### src/rtl/slant_cap_sched.sv
// slant_cap_sched: capture scheduler for the four-bank slant frame buffer.
// It watches the AXI4-Stream video sideband in the camera clock domain and
// opens the write path on a frame boundary for a programmed number of whole
// frames. It then closes the path, freezes the picture and publishes the
// bank display mask. While a capture is running it also checks line and
// frame geometry.
module slant_cap_sched #(
  parameter int H_PIX   = 640,
  parameter int V_LINES = 480,
  parameter int FCNT_W  = 8
) (
  input  logic              Cclk,
  input  logic              rstn,
  input  logic              cmd_start,
  input  logic              cmd_abort,
  input  logic [FCNT_W-1:0] cmd_frames,
  input  logic [3:0]        cmd_mask,
  input  logic              s_axis_video_tvalid,
  input  logic              s_axis_video_tready,
  input  logic              s_axis_video_tuser,
  input  logic              s_axis_video_tlast,
  output logic              cap_en,
  output logic [3:0]        mem_cont,
  output logic              busy,
  output logic              frame_done,
  output logic              cap_done,
  output logic              err_geom,
  output logic [FCNT_W-1:0] frame_cnt
);

  typedef enum logic [1:0] {
    ST_IDLE    = 2'd0,
    ST_ARM     = 2'd1,
    ST_CAPTURE = 2'd2,
    ST_HOLD    = 2'd3
  } state_t;

  localparam logic [9:0]        H_PIX_C   = 10'(H_PIX);
  localparam logic [8:0]        V_LINES_C = 9'(V_LINES);
  localparam logic [8:0]        LINE_MAX  = 9'd511;
  localparam logic [FCNT_W-1:0] FCNT_ZERO = {FCNT_W{1'b0}};
  localparam logic [FCNT_W-1:0] FCNT_ONE  = {{(FCNT_W-1){1'b0}}, 1'b1};

  state_t              state_q, state_d;
  logic [FCNT_W-1:0]   frames_q, frames_d;
  logic [3:0]          mask_q, mask_d;
  logic [9:0]          pix_cnt_q, pix_cnt_d;
  logic [8:0]          line_cnt_q, line_cnt_d;
  logic [FCNT_W-1:0]   frame_cnt_q, frame_cnt_d;
  logic                err_q, err_d;
  logic [3:0]          mem_cont_q, mem_cont_d;
  logic                frame_done_q, frame_done_d;
  logic                cap_done_q, cap_done_d;
  logic                busy_q, busy_d;

  logic                beat_s, sof_s, eol_s;
  logic                cap_en_s;
  logic [FCNT_W-1:0]   frame_inc_s;
  logic [9:0]          pix_base_s, pix_next_s;
  logic [8:0]          line_base_s, line_next_s;
  logic                eol_bad_s, sof_bad_s;

  assign beat_s = s_axis_video_tvalid & s_axis_video_tready;
  assign sof_s  = beat_s & s_axis_video_tuser;
  assign eol_s  = beat_s & s_axis_video_tlast;

  // Counter arithmetic for one beat. A sof restarts the counters first, so
  // the sof beat itself counts as pixel 0 of the new frame (also on one-pixel lines).
  always_comb begin
    frame_inc_s = frame_cnt_q + FCNT_ONE;
    pix_base_s  = sof_s ? 10'd0 : pix_cnt_q;
    line_base_s = sof_s ? 9'd0 : line_cnt_q;
    sof_bad_s   = (line_cnt_q != V_LINES_C) || (pix_cnt_q != 10'd0);
    if (eol_s) begin
      pix_next_s  = 10'd0;
      line_next_s = (line_base_s == LINE_MAX) ? LINE_MAX : (line_base_s + 9'd1);
      eol_bad_s   = ((pix_base_s + 10'd1) != H_PIX_C);
    end else begin
      pix_next_s  = pix_base_s + 10'd1;
      line_next_s = line_base_s;
      eol_bad_s   = 1'b0;
    end
  end

  // Next-state and next-output logic for the capture sequencer.
  always_comb begin
    state_d      = state_q;
    frames_d     = frames_q;
    mask_d       = mask_q;
    pix_cnt_d    = pix_cnt_q;
    line_cnt_d   = line_cnt_q;
    frame_cnt_d  = frame_cnt_q;
    err_d        = err_q;
    mem_cont_d   = mem_cont_q;
    frame_done_d = 1'b0;
    cap_done_d   = 1'b0;
    cap_en_s     = 1'b0;
    case (state_q)
      ST_IDLE, ST_HOLD: begin
        if (cmd_abort) begin
          // Aborting a frozen picture keeps the published mask.
          state_d = ST_IDLE;
        end else if (cmd_start) begin
          frames_d    = (cmd_frames == FCNT_ZERO) ? FCNT_ONE : cmd_frames;
          mask_d      = cmd_mask;
          frame_cnt_d = FCNT_ZERO;
          err_d       = 1'b0;
          mem_cont_d  = 4'h0;
          state_d     = ST_ARM;
        end else begin
          state_d = state_q;
        end
      end
      ST_ARM: begin
        if (cmd_abort) begin
          mem_cont_d = 4'h0;
          state_d    = ST_IDLE;
        end else if (sof_s) begin
          // Open the gate on the sof beat so the first pixel is written.
          cap_en_s   = 1'b1;
          pix_cnt_d  = pix_next_s;
          line_cnt_d = line_next_s;
          err_d      = err_q | eol_bad_s;
          state_d    = ST_CAPTURE;
        end else begin
          state_d = ST_ARM;
        end
      end
      ST_CAPTURE: begin
        if (cmd_abort) begin
          mem_cont_d = 4'h0;
          state_d    = ST_IDLE;
        end else if (sof_s) begin
          // Close the previous frame before this beat opens the next one.
          err_d        = err_q | sof_bad_s;
          frame_cnt_d  = frame_inc_s;
          frame_done_d = 1'b1;
          if (frame_inc_s == frames_q) begin
            // This sof starts an uncaptured frame, so the gate stays shut.
            cap_done_d = 1'b1;
            mem_cont_d = mask_q;
            state_d    = ST_HOLD;
          end else begin
            cap_en_s   = 1'b1;
            pix_cnt_d  = pix_next_s;
            line_cnt_d = line_next_s;
            err_d      = err_q | sof_bad_s | eol_bad_s;
          end
        end else if (beat_s) begin
          cap_en_s   = 1'b1;
          pix_cnt_d  = pix_next_s;
          line_cnt_d = line_next_s;
          err_d      = err_q | eol_bad_s;
        end else begin
          cap_en_s = 1'b1;
        end
      end
      default: begin
        state_d = ST_IDLE;
      end
    endcase
    busy_d = (state_d != ST_IDLE);
  end

  // State and registered outputs, cleared asynchronously by rstn.
  always_ff @(posedge Cclk or negedge rstn) begin
    if (!rstn) begin
      state_q      <= ST_IDLE;
      frames_q     <= FCNT_ZERO;
      mask_q       <= 4'h0;
      pix_cnt_q    <= 10'd0;
      line_cnt_q   <= 9'd0;
      frame_cnt_q  <= FCNT_ZERO;
      err_q        <= 1'b0;
      mem_cont_q   <= 4'h0;
      frame_done_q <= 1'b0;
      cap_done_q   <= 1'b0;
      busy_q       <= 1'b0;
    end else begin
      state_q      <= state_d;
      frames_q     <= frames_d;
      mask_q       <= mask_d;
      pix_cnt_q    <= pix_cnt_d;
      line_cnt_q   <= line_cnt_d;
      frame_cnt_q  <= frame_cnt_d;
      err_q        <= err_d;
      mem_cont_q   <= mem_cont_d;
      frame_done_q <= frame_done_d;
      cap_done_q   <= cap_done_d;
      busy_q       <= busy_d;
    end
  end

  assign cap_en     = cap_en_s;
  assign mem_cont   = mem_cont_q;
  assign busy       = busy_q;
  assign frame_done = frame_done_q;
  assign cap_done   = cap_done_q;
  assign err_geom   = err_q;
  assign frame_cnt  = frame_cnt_q;

endmodule
### config.mk
export PLATFORM = sky130hd
export DESIGN_NAME = slant_cap_sched
export DESIGN_NICKNAME = d
export VERILOG_FILES = /design/src/rtl/slant_cap_sched.sv
export SDC_FILE = /design/constraint.sdc
export NUM_CORES = 1
export LEC_CHECK = 0
export BUFFER_PORTS_ARGS = -buffer_cell sky130_fd_sc_hd__buf_4
export CAP_MARGIN = 20
export CORE_UTILIZATION = 45
export DETAILED_ROUTE_END_ITERATION = 12
export PLACE_DENSITY = 0.75
export RECOVER_POWER = 100
export SETUP_SLACK_MARGIN = 0.4
export SLEW_MARGIN = 20
export SYNTH_ARGS = -nofsm -noshare
export SYNTH_HDL_FRONTEND = slang
export SYNTH_SLANG_ARGS = --single-unit
### constraint.sdc
create_clock -name Cclk -period 3.45 [get_ports Cclk]
set_clock_uncertainty 0.1 [all_clocks]
set_input_delay 0.345 -clock Cclk [delete_from_list [all_inputs] [get_ports Cclk]]
set_output_delay 0.345 -clock Cclk [all_outputs]
set_load 0.05 [all_outputs]
# ---- Yosys cells after proc, flatten, opt, wreduce, memory -nomap -nowiden
# Cells that the tools add are included.
dict set report classes {
  addsub 3
  eq_ne 18
  mux 61
  bitwise_logic 7
  n_reduce_logical 13
}
# op n
set ops {}
lappend ops {{$mux W9} 9}
lappend ops {{$mux W10} 8}
lappend ops {{$mux W8} 5}
lappend ops {{$mux W4} 6}
lappend ops {{$pmux W10 S2} 1}
lappend ops {{$mux W1} 19}
lappend ops {{$pmux W9 S2} 1}
lappend ops {{$pmux W8 S2} 1}
lappend ops {{$mux W2} 7}
lappend ops {{$ne A2 B2 Y1 const B} 7}
lappend ops {{$ne A3 B3 Y1 const B} 4}
lappend ops {{$pmux W4 S3} 1}
lappend ops {{$reduce_and A6 Y1} 2}
lappend ops {{$add A10 B1 Y10 const B} 1}
lappend ops {{$ne A10 B10 Y1 const B} 1}
lappend ops {{$reduce_and A5 Y1} 2}
lappend ops {{$reduce_bool A10 Y1} 1}
lappend ops {{$add A9 B1 Y9 const B} 1}
lappend ops {{$eq A9 B9 Y1 const B} 1}
lappend ops {{$ne A9 B9 Y1 const B} 1}
lappend ops {{$add A8 B1 Y8 const B} 1}
lappend ops {{$eq A8 B8 Y1} 1}
lappend ops {{$logic_not A8 Y1} 1}
lappend ops {{$pmux W2 S3} 1}
lappend ops {{other kinds (12)} 19}
dict set report totals {
  register_bits 49
  inputBits 20
  output_inout_bits 17
  word_cells 113
}

# ---- Longest topological paths before layout
dict set report depth {
  depth_word 11
  mapped_depth 11
  ltp_nobuf 10
}

# ---- Worst setup path before layout
# OpenSTA, ideal clock, no wires.
dict set report synth_timing {
  path_type {flip-flop to output port}
  from {register frame_cnt_q[2], in the netlist frame_cnt[2]}
  to {output cap_en}
  arrival_time_ns 3.049
  required_ns 3.005
  path_slack_ns -0.044
  path_stages_with_launch 8
  path_buffers 1
  path_cell_list {dfrtp_1 buf_4 and3_1 nand3_1 or3_1 a21oi_2 o31ai_1 a211oi_1}
}
dict set report synth_via {
  elab_chain_cells 6
}
# item line
set synth_lines {}
lappend synth_lines {{from (decl)} 49} ;# logic [FCNT_W-1:0] frame_cnt_q, frame_cnt_d;
lappend synth_lines {{from (signal assigned)} 185} ;# frame_cnt_q <= frame_cnt_d;
lappend synth_lines {{$add A8 B1 Y8} 70} ;# frame_inc_s = frame_cnt_q + FCNT_ONE;
lappend synth_lines {{$eq A8 B8 Y1} 138} ;# if (frame_inc_s == frames_q) begin
lappend synth_lines {{$mux W1} 138}
lappend synth_lines {{$mux W1} 133} ;# end else if (sof_s) begin
lappend synth_lines {{$mux W1} 130} ;# if (cmd_abort) begin
lappend synth_lines {{$pmux W1 S2} 98} ;# case (state_q)
lappend synth_lines {{to (decl)} 22} ;# output logic cap_en,
# Every way passes these cells.

# ---- Worst setup path after layout
# Same ends and word-level chain as after synthesis.

==> reports/qor.yml <==
worst_setup_path:
  cp.required_ns: 3.00
  worstReg2RegStart: "state_q[0]"
  cp-start-kind: "register"
  critPathKind: "reg -> out"
  critPathMaxFanout: 10
  r2r-end: "frame_cnt[5]"
  arrival_ns: 2.57
  r2r_slack_ns: 0.58
  cp-end-kind: "primary output"
  reg2regPathDepth: 8
timing:
  rsz0062_at_grt: "false"
  final_hold_viol_count: 0
  period_needed_ns: 3.02
  drv_slew: 0
  relSlewSlack_pct: 19.3
  fin_setup_tns_ns: 0
  tightest_slew_ns: 1.21
  fin_ws_ns: 0.433
  setup_viol_count_final: 0
  finalCritPeriodShare_pct: 87.4
  max_clock_freq_mhz: 332
logic_synthesis:
  yosys.area.top_type: "dfrtp_1"
  yosysTopAreaCellShare_pct: 42.1
  async_reset_ff_share_pct: 100
  syn_avg_cell_area_um2: 8.98
  yosysWarnings: 0
  synth_edf_count: 0
  synth_nets: 349
  synth_seq_area_share_pct: 42.1
  synth_seq_cells: 49
  synth_common_cells: "dfrtp_1 (49), nand2_1 (39), nor2_1 (23), o21ai_0 (21), nand3_1 (18)"
  synthFlopType: "dfrtp_1"
  yosys-top-cells-area: "dfrtp_1 (42%), nand2_1 (5.0%), mux2_2 (4.3%), o21ai_0 (3.6%), nand3_1 (3.1%)"
  synth.most_common_cell: "dfrtp_1"
  synth_area_um2: 2910
  synth_cell_types: 54
  syn_inst: 324
routing:
  drc: 0
  drtIter0Drc: 166
  first_pass_iters: 4
  wirelength_um: 6640
  via_count: 2634
  routed-wl-met2_um: 3060
  top_layer_used: "met4"
  ant_nets: 0
  met1Wirelength_um: 3200
  via_per_inst: 6.08
  avgRoutedWirePerCell_um: 15.3
  wl_met3_um: 335
floorplanning:
  core_region_area_um2: 6100
  die_h_um: 82.4
  initial_utilization_pct: 47.7
  pin_count: 37
  rows: 28
  die_width_um: 82.4
  die-area_um2: 6790
final_layout:
  drive_gt1_share_pct: 13.7
  nets: 382
  utilization_pct: 53.8
  antenna_cells: 0
  fin_area_um2: 3280
  syn2layout_area_growth_pct: 12.6
global_routing:
  grt_start_max_net_pins: 50
  grt_pass1_vias: 2335
  grt-ovfl-total: 0
  grt_pass1_wl_um: 11000
  antenna_found_initial: 0
  grt_usage_pct: 21.0
placement:
  dpl_cell_area_um2: 3240
  dp_hpwl_um: 4700
  routabilityCongestion: 0.909
  io_buffers: 36
  dpl_worst_slack_ns: 0.693
hold_path:
  min_from: "cmd_mask[2]"
  hold_depth: 2
  whs_endpoint: "mask_q[2]"
  hp-class: "in -> reg"
pwr:
  comb_power_share_pct: 37.5
  power.internal_uw: 1140
  p_per_area_nw_per_um2: 561
  power_leakage_uw: 0.00137
  swShare_pct: 38.2
  pwr-share-clk_pct: 20.2
  switchingPower_uw: 701
  ir_drop_v: 0.000340
  pwr-share-seq_pct: 42.3
clock_tree:
  cts_buffer_depth: 2
  htree_levels: 2
  clk_pin_slew_ns: 0.10
  cts_buffers: 5
  cts_sinks: 49
  cts_tree: "yes"
  cts_root_buf: "clkbuf_8"
  clk_latency_ns: 0.30
run_status:
  outcome: "finished clean"
flow_run:
  cap_viol_max_count: 0
-- area by class of cell --
cell class / instances / area [um2]
timing repair buffer: 44 / 263
fill: 596 / 2820
clock inverter: 2 / 17.5
tap: 75 / 93.8
inverter: 11 / 41.3
multi-input combinational: 246 / 1550
sequential: 49 / 1230
clock buffer: 6 / 82.6
-- worst max-delay path: stages, from the launching register on --
cell      delay [ns]
dfrtp_1         0.52
and3_1          0.25
nand3_1         0.14
or3_1           0.40
a21oi_1         0.35
o31ai_2         0.12
a211oi_2        0.26
buf_4           0.23
-- state kept, by name, indices dropped and copies added (netlist names) --
name        flops
mem_cont        4
err_geom        1
state_q         2
frame_cnt       8
frame_done      1
pix_cnt_q      10
cap_done        1
mask_q          4
busy            1
line_cnt_q      9
frames_q        8
-- per-stage QoR --
stage / cells / total power, uW / hold slack, ns
floorplan: 324 / 1310 / -0.0506
global placement: 423 / 1480 / 0.307
detailed placement: 423 / 1490 / 0.302
CTS: 432 / 1870 / 0.171
global route: 433 / 1960 / 0.172
finish: 433 / 1840 / 0.176
-- repair_timing --
action	in CTS	in global routing
buffers inserted	0	1
hold buffers	1	0
resized for setup	0	2
setup endpoints to repair	0	1
endpoints found under the hold margin	49	0
-- cell usage in the layout, fill, tap and decap left out, types with 2 or more instances in the layout --
cell type and instances:
dfrtp_1 49, nand2_1 39, buf_4 24, nor2_1 23, o21ai_0 21, nand3_1 18
clkbuf_1 18, a21oi_1 15, inv_1 11, mux2_2 11, a31oi_1 10, o31ai_1 10
a22o_1 9, nor4_1 6, clkbuf_8 6, and3_1 5, and2_1 5, nand4_1 5
nor3_1 5, ha_1 5, nor2b_1 4, xor2_1 4, xnor2_1 4, o22ai_1 4
mux2i_1 3, nand2b_1 3, nand3b_1 3, a21boi_0 3, o21a_1 3, a2111oi_0 2
mux2_1 2, a41oi_1 2
-- kinds of logic after synthesis --
kind of cell / after synthesis / synth area share, %
buffers and inverters: 29 / 4.47
adder cells (fa/ha/maj): 5 / 2.15
AND/OR/NAND/NOR: 123 / 20.7
multiplexers: 16 / 6.32
AO/OA/AOI/OAI: 94 / 21.8
XOR/XNOR: 8 / 2.41
flip-flops: 49 / 42.1
-- power by group through the flow --
stage,clock network (uW),registers [uW],logic (uW)
4_1_cts,383,779,712
6_report,370,778,689
2_1_floorplan,0,805,504
5_1_grt,402,797,762
3_3_place_gp,0,787,689
3_5_place_dp,0,789,704
-- per-layer routing --
layer  global-route usage, %  vias up
met1                    30.1     1285
li1                        -     1261
met4                    3.68        0
met2                    34.0       82
met3                    3.08        6
met5                       0        -
-- how the worst max path moves through the flow --
stage	start	endpoint	slack (ns)
final	frame_cnt[2]	cap_en	0.43
after global routing	frame_cnt[2]	cap_en	0.24
after CTS	frame_cnt[0]	cap_en	0.47
after detailed placement	frame_cnt[2]	line_cnt_q[5]	0.69
after global placement	frame_cnt[2]	line_cnt_q[5]	0.76
after floorplan	frame_cnt[2]	cap_en	0.42
Power figures use the tool's default switching activity.
